$ cat config.mk
export PLATFORM = sky130hd
export DESIGN_NAME = pool_reduce_unit
export DESIGN_NICKNAME = d
export VERILOG_FILES = /design/src/rtl/pool_reduce_unit.sv
export SDC_FILE = /design/constraint.sdc
export NUM_CORES = 1
export LEC_CHECK = 0
export CORE_ASPECT_RATIO = 1.75
export CORE_MARGIN = 2
export CORE_UTILIZATION = 40
export CTS_BUF_LIST = sky130_fd_sc_hd__clkbuf_2
export DETAILED_ROUTE_END_ITERATION = 6
export GPL_TIMING_DRIVEN = 0
export SLEW_MARGIN = 40
export SYNTH_ARGS = -nofsm -noshare
export SYNTH_HDL_FRONTEND = slang
export SYNTH_SLANG_ARGS = --single-unit
$ cat constraint.sdc
create_clock -name clk -period 20.3 [get_ports clk]
set_input_delay 3.045 -clock clk [delete_from_list [all_inputs] [get_ports clk]]
set_output_delay 3.045 -clock clk [all_outputs]
set_load 0.02 [all_outputs]
$ cat src/rtl/pool_reduce_unit.sv
// Windowed reduction unit: sums, maxes or averages WIN unsigned elements per window,
// or passes each element straight through in bypass mode, behind a one-deep output register.
module pool_reduce_unit #(
    parameter int DW  = 12,
    parameter int WIN = 9,
    parameter int OW  = 30
) (
    input  logic                         clk,
    input  logic                         reset,
    input  logic [1:0]                   ops,
    input  logic                         flush,
    input  logic                         in_valid,
    output logic                         in_ready,
    input  logic [DW-1:0]                in_data,
    output logic                         out_valid,
    input  logic                         out_ready,
    output logic [OW-1:0]                sum,
    output logic [$clog2(WIN+1)-1:0]     win_cnt
);

    localparam int CW = $clog2(WIN+1);
    localparam logic [CW-1:0] LAST_CNT = CW'(WIN - 1);
    localparam logic [OW-1:0] WIN_DIV  = OW'(WIN);

    typedef enum logic [1:0] {
        MODE_SUM    = 2'b00,
        MODE_MAX    = 2'b01,
        MODE_AVG    = 2'b10,
        MODE_BYPASS = 2'b11
    } mode_t;

    // The HOLD condition lives in out_valid so a pending result can overlap the next window.
    typedef enum logic {
        IDLE,
        ACC
    } state_t;

    state_t          state, stateNext;
    mode_t           modeReg, modeNext, effMode;
    logic [OW-1:0]   accReg, accNext, accCandidate, result, sumNext, inExt;
    logic [DW-1:0]   maxReg, maxNext, maxCandidate;
    logic [CW-1:0]   cntNext;
    logic            validNext, accept, firstElem, windowDone, produce;

    assign in_ready = (!out_valid || out_ready) && !flush;

    always_ff @(posedge clk or negedge reset) begin
        if (!reset) begin
            state     <= IDLE;
            modeReg   <= MODE_SUM;
            accReg    <= '0;
            maxReg    <= '0;
            win_cnt   <= '0;
            sum       <= '0;
            out_valid <= 1'b0;
        end else begin
            state     <= stateNext;
            modeReg   <= modeNext;
            accReg    <= accNext;
            maxReg    <= maxNext;
            win_cnt   <= cntNext;
            sum       <= sumNext;
            out_valid <= validNext;
        end
    end

    always_comb begin
        accept       = in_valid && in_ready;
        firstElem    = (state == IDLE);
        effMode      = firstElem ? mode_t'(ops) : modeReg;
        inExt        = OW'(in_data);
        accCandidate = firstElem ? inExt : accReg + inExt;
        maxCandidate = (firstElem || in_data > maxReg) ? in_data : maxReg;
        windowDone   = (effMode != MODE_BYPASS) && !firstElem && (win_cnt == LAST_CNT);
        produce      = accept && ((effMode == MODE_BYPASS) || windowDone);

        case (effMode)
            MODE_SUM: result = accCandidate;
            MODE_MAX: result = OW'(maxCandidate);
            MODE_AVG: result = accCandidate / WIN_DIV;
            default:  result = inExt;
        endcase

        stateNext = state;
        modeNext  = modeReg;
        accNext   = accReg;
        maxNext   = maxReg;
        cntNext   = win_cnt;
        sumNext   = sum;
        validNext = out_valid && !out_ready;

        if (flush) begin
            stateNext = IDLE;
            cntNext   = '0;
        end else if (accept) begin
            modeNext = effMode;
            accNext  = accCandidate;
            maxNext  = maxCandidate;
            if (effMode == MODE_BYPASS || windowDone) begin
                stateNext = IDLE;
                cntNext   = '0;
            end else begin
                stateNext = ACC;
                cntNext   = firstElem ? CW'(1) : win_cnt + CW'(1);
            end
        end

        if (produce) begin
            sumNext   = result;
            validNext = 1'b1;
        end
    end

endmodule

### After elaboration in Yosys (flattened, before gate mapping)

Cells that the tools add are included.

| operators by class | value |
|---|---|
| reduce and logical (&&, ||, !) cells | 15 |
| add/subtract/negate cells | 2 |
| shift-type cells | 0 |
| bitwise operators | 2 |
| multiplexer cells | 12 |
| $mul | 0 |
| divide/modulo/power cells | 1 |
| $lt $le $gt $ge | 1 |
| equal/unequal tests | 5 |

Operator list:

| operator | count |
|---|---|
| $pmux W30 S3 | 1 |
| $add A30 B12 Y30 | 1 |
| $div A30 B4 Y30 const B | 1 |
| $mux W30 | 1 |
| $mux W4 | 4 |
| $gt A12 B12 Y1 | 1 |
| $mux W12 | 1 |
| $logic_and A1 B1 Y1 | 6 |
| $add A4 B1 Y4 const B | 1 |
| $eq A2 B2 Y1 const B | 2 |
| $eq A4 B4 Y1 const B | 1 |
| $mux W1 | 4 |
| $logic_not A1 Y1 | 3 |
| $logic_or A1 B1 Y1 | 3 |
| $eq A2 B1 Y1 const B | 1 |
| $logic_not A2 Y1 | 1 |
| $mux W2 | 1 |
| $ne A2 B2 Y1 const B | 1 |
| $not A1 Y1 | 2 |
| $reduce_and A2 Y1 | 1 |
| $reduce_bool A2 Y1 | 1 |

| word-level totals | value |
|---|---|
| output and inout port bits | 36 |
| memories | 0 |
| latch bits | 0 |
| memory bits (writable) | 0 |
| bits in read-only memories | 0 |
| bits of input ports | 19 |
| flip-flop bits (word level) | 80 |
| word-level logic and storage cells | 45 |

### Depth between registers and ports, before layout

Gate-level depths: netlist of the first run.

| depth | value |
|---|---|
| word-level depth | 8 |
| gate-level depth with buffers | 63 |
| mapped depth without buffers | 57 |

### Least setup slack after synthesis of the first run

No wires, ideal clock.

| timing path | value |
|---|---|
| kind | input-to-reg |
| from | input port in_data[0] |
| to | register sum[1] |
| setup time | 65 ps |
| cell stages on the path | 59 |
| path slack | 2804 ps |
| path buffers | 2 |
| data required time | 20235 ps |
| arrival | 17431 ps |
| cells stage by stage | ha_1 -> inv_1 -> fa_1 -> and2b_1 -> o2111ai_1 -> a211o_1 -> a21oi_1 -> xnor2_1 -> nand2_1 -> o32ai_2 -> o21ai_0 -> a211o_1 -> a2111oi_4 -> or2_1 -> buf_2 -> o41ai_2 -> a211o_1 -> buf_4 -> [... 23 more ...] -> o2111ai_2 -> a311oi_4 -> mux2i_1 -> mux2i_2 -> nor2_1 -> o31a_1 -> o31ai_1 -> o31a_1 -> nor3_1 -> o31ai_1 -> inv_1 -> ha_1 -> inv_1 -> o21ai_1 -> and3_1 -> o21a_1 -> a222oi_1 -> mux2_2 |

| on the way | value |
|---|---|
| cells in the longest elaborated chain, start to end | 4 |
| elaborated cells between the ends (all ways) | 7 |
| classes of those cells | add/sub (1); div (1); order compare (1); mux (3); reduce/logical (1) |

RTL lines:

| what | RTL line | text |
|---|---|---|
| from (decl) | 14 | `input logic [DW-1:0] in_data,` |
| $add A30 B12 Y30 or $gt A12 B12 Y1 (tied branches) | 72, 73 |  |
| $mux W30 or $logic_or A1 B1 Y1 (tied branches) | 72, 73 |  |
| $div A30 B4 Y30 or $mux W12 (tied branches) | 80, 73 |  |
| $pmux W30 S3 (*) | 77 | `case (effMode)` |
| to (signal assigned) | 62 | `sum <= sumNext;` |
| to (decl) | 17 | `output logic [OW-1:0] sum,` |

Mark *: on every way between the ends. The rest lies on a longest branch, timed or not.
A chain may end at the register's enable or synchronous reset.

### Worst setup path after layout of the first run

Same ends and word-level chain as after synthesis.

==> results of run 1 <==
flip-flops by register name (all words and copies together), names as in the netlist:
| signal | cells |
|---|---|
| modeReg | 2 |
| state | 1 |
| out_valid | 1 |
| win_cnt | 4 |
| accReg | 30 |
| sum | 30 |
| maxReg | 12 |
cell families (layout without fill, tap and decap cells):
kind of cell	after synthesis	in the layout	synth area share
AO/OA/AOI/OAI	488	488	0.371
XOR/XNOR	42	42	0.0416
adder cells (fa/ha/maj)	30	30	0.0380
buffers and inverters	82	179	0.0326
flip-flops	80	80	0.200
multiplexers	70	70	0.0746
other	0	1	0
AND/OR/NAND/NOR	477	477	0.242
Yosys cell counts (all sizes together) (8+ instances only):
library cell | instances | area share
xor2 | 13 | 0.014
o22ai | 8 | 0.0050
and3 | 21 | 0.015
o21a | 12 | 0.0090
ha | 28 | 0.035
a211o | 11 | 0.0096
mux2 | 34 | 0.038
nand3 | 36 | 0.018
inv | 26 | 0.0097
o211ai | 19 | 0.015
o31ai | 17 | 0.015
and2 | 26 | 0.016
dfrtp | 80 | 0.20
a22o | 11 | 0.010
nor3 | 38 | 0.019
a22oi | 11 | 0.0087
buf | 18 | 0.0086
nand2 | 146 | 0.055
mux2i | 36 | 0.036
o221ai | 8 | 0.0082
clkbuf | 38 | 0.014
nor4 | 11 | 0.0090
nand4 | 24 | 0.016
a31oi | 20 | 0.016
a2111oi | 13 | 0.019
o21ai | 125 | 0.063
nor2 | 109 | 0.042
or2 | 9 | 0.0056
a21oi | 84 | 0.042
a211oi | 30 | 0.029
nand2b | 21 | 0.013
a21o | 17 | 0.013
o2111ai | 11 | 0.011
xnor2 | 29 | 0.028
repair_timing:
| item | in CTS | in global routing |
|---|---|---|
| pin swaps | 2 | 9 |
| cloned | 0 | 0 |
| endpoints found under the setup margin | 1 | 2 |
| buffers inserted | 3 | 23 |
| resized for setup | 3 | 31 |
through the flow:
step | std cells | setup WS [ps] | cell area [sq um] | hold slack, ps
after floorplan | 1269 | 2800 | 10000 | 450
after global placement | 1635 | -646 | 10900 | 460
after detailed placement | 1636 | -706 | 11000 | 470
after CTS | 1655 | 160 | 11200 | 516
after global routing | 1679 | -24.2 | 11600 | 540
final | 1679 | 788 | 11600 | 513
per-layer routing:
layer	global-route usage	share of wire	vias up
li1	-	-	5078
met2	0.483	0.53	295
met5	0	0	-
met3	0.0248	0.030	112
met4	0.154	0.057	0
met1	0.279	0.38	5275
layout make-up:
class / instances / share of cell area
multi-input cells: 1107 / 0.684
flip-flops and latches: 80 / 0.173
repair buffers: 81 / 0.0661
well taps: 312 / 0.0338
plain buffers: 56 / 0.0199
clock inverters: 7 / 0.0104
inverters: 26 / 0.00844
clock buffers: 9 / 0.00390
diodes: 1 / 0.000216
final timing paths:
| path | start | to | slack (ps) | cells past startpoint |
|---|---|---|---|---|
| setup / recovery | in_data[0] | sum[1]$_DFFE_PN0P_ | 790 | 60 |
| hold / removal | sum[5]$_DFFE_PN0P_ | sum[5]$_DFFE_PN0P_ | 510 | 2 |
| setup reg to reg | accReg[0]$_DFFE_PN0P_ | sum[1]$_DFFE_PN0P_ | 3390 | 59 |
| hold reg to reg | sum[5]$_DFFE_PN0P_ | sum[5]$_DFFE_PN0P_ | 510 | 2 |
| max in group asynchronous | reset | accReg[11]$_DFFE_PN0P_ | 17460 | 2 |
| min in group asynchronous | reset | sum[22]$_DFFE_PN0P_ | 2220 | 1 |
worst max-delay path, delay by kind of cell:
kind	cells	cell delay, ps
AOI/OAI and AO/OA	26	8140
xor gates and xnor gates	3	740
adders and majority gates	3	800
buffers and inverters	6	1130
muxes	6	1750
and+or+nand+nor	16	4400
==> reports/results.txt, run 1 <==
CTS tree = built
mean area per synthesized cell = 7.89 sq um
Max Cap Viol = 0
drt first pass iters = 6
Post-synth EDFFs = 0
CTS Hold Buffers Added = 0
Port Buf Inserts = 54
Syn Nets = 1,317
Setup crit start kind = input port
Overflow after GRT = 0
WL final = 34,500 microns
antenna violations before repair = 1
Max Clock Freq = 51.3 MHz
Root Buffer Master = clkbuf_2
Setup CP Type = input port to flop
wire length per cell = 20.6 microns
Main synth FF type = dfrtp_1
DP Wirelength = 26,400 microns
Reg area = 0.00200 sq mm
Die Height = 213 microns
via/cell ratio = 6.41
Die Wd = 124 microns
GPL Wtd Cong = 0.902
CTS buffer count = 9
remaining routing DRC violations = 0
area of the multi-input gates = 0.00791 sq mm
Crit Path Max Fanout = 10
Post-Syn Instances = 1,269
final setup violation count = 0
max_slew headroom = 0.403
FFs w/ async S/R, synth = 1.00
Starting Density = 0.406
Distinct cells, synth = 132
Die ar. = 0.0264 sq mm
Post-Syn Area = 0.0100 sq mm
GR Util All Layers = 0.261
htree depth = 3
CTS Sinks = 80
share of cells above drive strength 1 = 0.143
# IOs = 55
Antenna Nets Post-Route = 0
Longest Clk Path Bufs = 2
most frequent cells in the layout = nand2_1 (145), o21ai_0 (106), nor2_1 (104)
fin nets = 1,409
skew final = 50.4 ps
post-layout util = 0.469
Yosys warning total = 0
largest net degree at the start of global routing = 57
Data required, critical path = 20,840 ps
vias in the first global route = 10,667
fillers = 2,552
first-pass GRT wire length = 54,300 microns
most common cell after layout, fill and taps aside = nand2_1
Tmin final = 19,510 ps
Core Box Area = 0.0246 sq mm
Synth Register Bits = 80
Clock transition at path regs = 240 ps
Core Rows = 76
Critical Path Max Stage Delay = 590 ps
sequential area share after synthesis = 0.200
Hold Vio Cnt, Final = 0
TNS Setup = 0 ps
status = finished, final reports clean
Layout area overhead = 15.5%
initial DRC count = 746
Slew Viols, Final = 0
final critical-path share of the clock period = 0.961
critical path's slowest cell = or4b_4
Critical Path AT = 20,050 ps
Worst-Skew Late Latency = 630 ps
Vias = 10,760
HP Class = flop to flop
Crit. End Element = flop
slew at the pin closest to its max-slew limit = 878 ps
Power of run 1 is not shown: default switching activity piles up to over one toggle a cycle in this logic, so the estimate is an artifact.
==> run 2: changes to the inputs <==
- CTS_CLUSTER_SIZE: unset -> 24
- DONT_BUFFER_PORTS: unset -> 1
==> run 2 against run 1 <==
Against the previous run:
- cell area fell by 7.3%
- via count fell by 2.5%
- hold slack improved by 1.7 ps
- cell count fell by 4.2%
- non-clock buffer count fell by 71
- die area did not move
- sequential share of layout area rose by 1.4 points
- setup slack improved by 87 ps
==> reports/results.txt, run 2 (synthesis results as in run 1) <==
status = finished, final reports clean
reg2reg start = accReg[0]$_DFFE_PN0P_
fillers = 2,540
Crit. End Element = flop
Setup CP Type = input port to flop
initial DRC count = 624
final critical-path share of the clock period = 0.957
Worst-Skew Late Latency = 610 ps
Starting Density = 0.406
CTS tree = built
Slew Viols, Final = 0
slew at the pin closest to its max-slew limit = 884 ps
Core Box Area = 0.0246 sq mm
antenna violations before repair = 1
Clock transition at path regs = 240 ps
fin nets = 1,338
critical path's slowest cell = a2111oi_1
tightest hold margin = 514 ps
GR Util All Layers = 0.257
Vias = 10,490
RSZ-0062 raised after global routing = false
Setup crit start kind = input port
max_slew headroom = 0.409
CTS buffer count = 9
Die Wd = 124 microns
skew final = 44.3 ps
remaining routing DRC violations = 0
biggest regs = accReg: 30 flops, sum: 30 flops, maxReg: 12 flops
HP Start = accReg[6]$_DFFE_PN0P_
DP Wirelength = 26,000 microns
htree depth = 3
Root Buffer Master = clkbuf_2
Port Buf Inserts = 0
Overflow after GRT = 0
Tmin final = 19,430 ps
largest net degree at the start of global routing = 81
Antenna Nets Post-Route = 0
most frequent cells in the layout = nand2_1 (145), o21ai_0 (107), nor2_1 (103)
Longest Clk Path Bufs = 2
wire length per cell = 21.0 microns
vias in the first global route = 10,393
most common cell after layout, fill and taps aside = nand2_1
final setup violation count = 0
Hold Vio Cnt, Final = 0
Data required, critical path = 20,860 ps
Crit Path Max Fanout = 9
Critical path origin = in_data[0]
Max Clock Freq = 51.5 MHz
share of cells above drive strength 1 = 0.128
HP Class = flop to flop
Die Height = 213 microns
GPL Wtd Cong = 0.916
Core Rows = 76
# IOs = 55
Critical Path Max Stage Delay = 820 ps
Layout area overhead = 7.10%
WL final = 33,800 microns
CTS Sinks = 80
via/cell ratio = 6.52
first-pass GRT wire length = 53,700 microns
Max Cap Viol = 0
Critical Path AT = 19,980 ps
Die ar. = 0.0264 sq mm
drt first pass iters = 7
-- run 2: layout make-up --
| cell class | instances | area (sq um) | area share |
|---|---|---|---|
| Multi-Input combinational cell | 1107 | 7810 | 0.729 |
| Tap cell | 312 | 390 | 0.0364 |
| Sequential cell | 80 | 2000 | 0.187 |
| Buffer | 56 | 229 | 0.0214 |
| Clock inverter | 6 | 60.1 | 0.00560 |
| Antenna cell | 1 | 2.50 | 0.000233 |
| Clock buffer | 10 | 50.0 | 0.00467 |
| Inverter | 26 | 97.6 | 0.00910 |
| Timing Repair Buffer | 10 | 78.8 | 0.00735 |
-- run 2: what timing repair did --
item,CTS,global route
setup endpoints to repair,0,2
hold buffers,0,0
endpoints found under the hold margin,0,0
gates resized for setup,0,17
buffers inserted,0,9
-- run 2: metrics by stage --
stage	instances	utilization	setup WS, ps	area (sq um)	TNS [ps]
finish	1608	0.435	875	10700	0
global route	1608	0.435	62.0	10700	0
CTS	1597	0.427	441	10500	0
detailed placement	1581	0.423	-191	10400	-195
global placement	1581	0.422	-18.8	10400	-18.8
floorplan	1269	-	2800	10000	0
-- run 2: metal layers --
metal  part of all wire  routed length [microns]  global-route usage  vias to the layer above
met3              0.034                     1150              0.0262                      112
li1                   -                        -                   -                     4949
met2               0.53                    18000               0.484                      316
met5                  0                        0                   0                        -
met4              0.055                     1880               0.138                        0
met1               0.38                    12800               0.274                     5113
-- run 2: worst max-delay path, delay by kind of cell --
| kind | cells | cell delay [ps] |
|---|---|---|
| XOR/XNOR | 1 | 280 |
| AO/OA/AOI/OAI | 26 | 9240 |
| buffers and inverters | 4 | 470 |
| multiplexers | 5 | 1840 |
| adder cells (fa/ha/maj) | 3 | 760 |
| AND/OR/NAND/NOR | 18 | 4320 |
-- run 2: path summary, 6_finish.rpt --
kind / to / slack (ps) / cells after the start
max in group asynchronous: sum[4]$_DFFE_PN0P_ / 17990 / 0
min: accReg[6]$_DFFE_PN0P_ / 510 / 2
min reg2reg: accReg[6]$_DFFE_PN0P_ / 510 / 2
min in group asynchronous: modeReg[1]$_DFFE_PN0P_ / 2090 / 0
max: sum[1]$_DFFE_PN0P_ / 870 / 57
max reg2reg: sum[1]$_DFFE_PN0P_ / 2910 / 57
Power of run 2 is left out for the same reason.
==> run 3: changes to the inputs <==
- ABC_CLOCK_PERIOD_IN_PS: unset -> 20300
- MAX_ROUTING_LAYER: unset -> met4
==> run 3 against run 2 <==
Against the previous run:
- setup slack gained 180 ps
- first-iteration DRC count up 1.3%
- maximum frequency is 0.94% higher
- sequential cell count stayed put
- hold slack better by 10 ps
- cell area up 0.16%
- register-to-register slack better by 190 ps
- sequential share of layout area is essentially flat
- non-clock buffer count increased by 1
- largest cell class unchanged
==> reports/results.txt, run 3 (synthesis results as in run 1) <==
Hold Vio Cnt, Final = 0
Die Height = 213 microns
CTS Sinks = 80
critical path's slowest cell = or4b_4
share of cells above drive strength 1 = 0.130
non-filler cells, final = 1,609
Setup crit start kind = input port
GPL Wtd Cong = 0.937
initial DRC count = 632
Die Wd = 124 microns
fin area = 0.0107 sq mm
status = finished, final reports clean
final critical-path share of the clock period = 0.948
Longest Clk Path Bufs = 2
CTS tree = built
biggest regs = accReg: 30 flops, sum: 30 flops, maxReg: 12 flops
fillers = 2,501
HP Class = flop to flop
# IOs = 55
Critical Path AT = 19,790 ps
Critical Path Max Stage Delay = 590 ps
DP Wirelength = 26,000 microns
CTS buffer count = 9
Core Rows = 76
TNS Setup = 0 ps
max_slew headroom = 0.369
most frequent cells in the layout = nand2_1 (145), o21ai_0 (106), nor2_1 (105)
drt first pass iters = 6
Clock transition at path regs = 230 ps
Die ar. = 0.0264 sq mm
via/cell ratio = 6.47
Root Buffer Master = clkbuf_2
GR Util All Layers = 0.261
final setup violation count = 0
skew final = 52.5 ps
Tmin final = 19,240 ps
tightest hold margin = 525 ps
WL final = 33,600 microns
Placed Area = 0.0104 sq mm
Slew Viols, Final = 0
Overflow after GRT = 0
remaining routing DRC violations = 0
Max Clock Freq = 52.0 MHz
wire length per cell = 20.9 microns
htree depth = 3
largest net degree at the start of global routing = 81
antenna violations before repair = 1
Core Box Area = 0.0246 sq mm
area of the multi-input gates = 0.00781 sq mm
Reg area = 0.00200 sq mm
Vias = 10,414
Data required, critical path = 20,850 ps
Setup CP Type = input port to flop
RSZ-0062 raised after global routing = false
CTS Hold Buffers Added = 0
Starting Density = 0.406
Max Cap Viol = 0
Antenna Nets Post-Route = 0
Layout area overhead = 7.27%
slew at the pin closest to its max-slew limit = 947 ps
Worst-Skew Late Latency = 610 ps
vias in the first global route = 10,172
Port Buf Inserts = 0
Crit. End Element = flop
Crit Path Max Fanout = 10
first-pass GRT wire length = 53,000 microns
cell total after placement = 1,581
fin nets = 1,339
most common cell after layout, fill and taps aside = nand2_1
## run 3: timing repair
action	in CTS	in global routing
gates resized for setup	0	19
buffers inserted	0	11
endpoints found under the setup margin	0	2
## run 3: final cells by class
cell class / count / share of cell area
flip-flops and latches: 80 / 0.186
repair buffers: 11 / 0.00769
clock buffers: 9 / 0.00419
multi-input cells: 1107 / 0.727
inverters: 26 / 0.00909
diodes: 1 / 0.000233
clock inverters: 7 / 0.00722
plain buffers: 56 / 0.0213
well taps: 312 / 0.0364
## run 3: path summary, 6_finish.rpt
path                                        from                     to  slack, ps  cells after the start
min in group asynchronous                  reset    sum[18]$_DFFE_PN0P_       2080                      0
max reg2reg                accReg[0]$_DFFE_PN0P_     sum[1]$_DFFE_PN0P_       3100                     61
max                                   in_data[0]     sum[1]$_DFFE_PN0P_       1060                     61
max in group asynchronous                  reset  maxReg[7]$_DFFE_PN0P_      18030                      0
min reg2reg                accReg[0]$_DFFE_PN0P_  accReg[0]$_DFFE_PN0P_        520                      2
min                        accReg[0]$_DFFE_PN0P_  accReg[0]$_DFFE_PN0P_        520                      2
## run 3: worst max-delay path, delay by kind of cell
family,cells,cell delay [ps]
compound gates,28,8830
xor+xnor,2,530
fa+ha+maj,3,760
buf+inv,7,1020
mux,5,1530
simple gates,16,4050
## run 3: layer usage
layer | track usage | wire length, microns | vias up
li1 | - | - | 4964
met4 | 0.136 | 1880 | 0
met3 | 0.0302 | 1100 | 108
met2 | 0.479 | 17900 | 302
met5 | - | 0 | -
met1 | 0.267 | 12700 | 5040
## run 3: through the flow
step	setup WS, ps	util
global placement	-13.4	0.422
detailed placement	-182	0.423
global route	5.38	0.436
CTS	437	0.428
finish	1060	0.436
floorplan	2800	-
Power of run 3 is left out for the same reason.
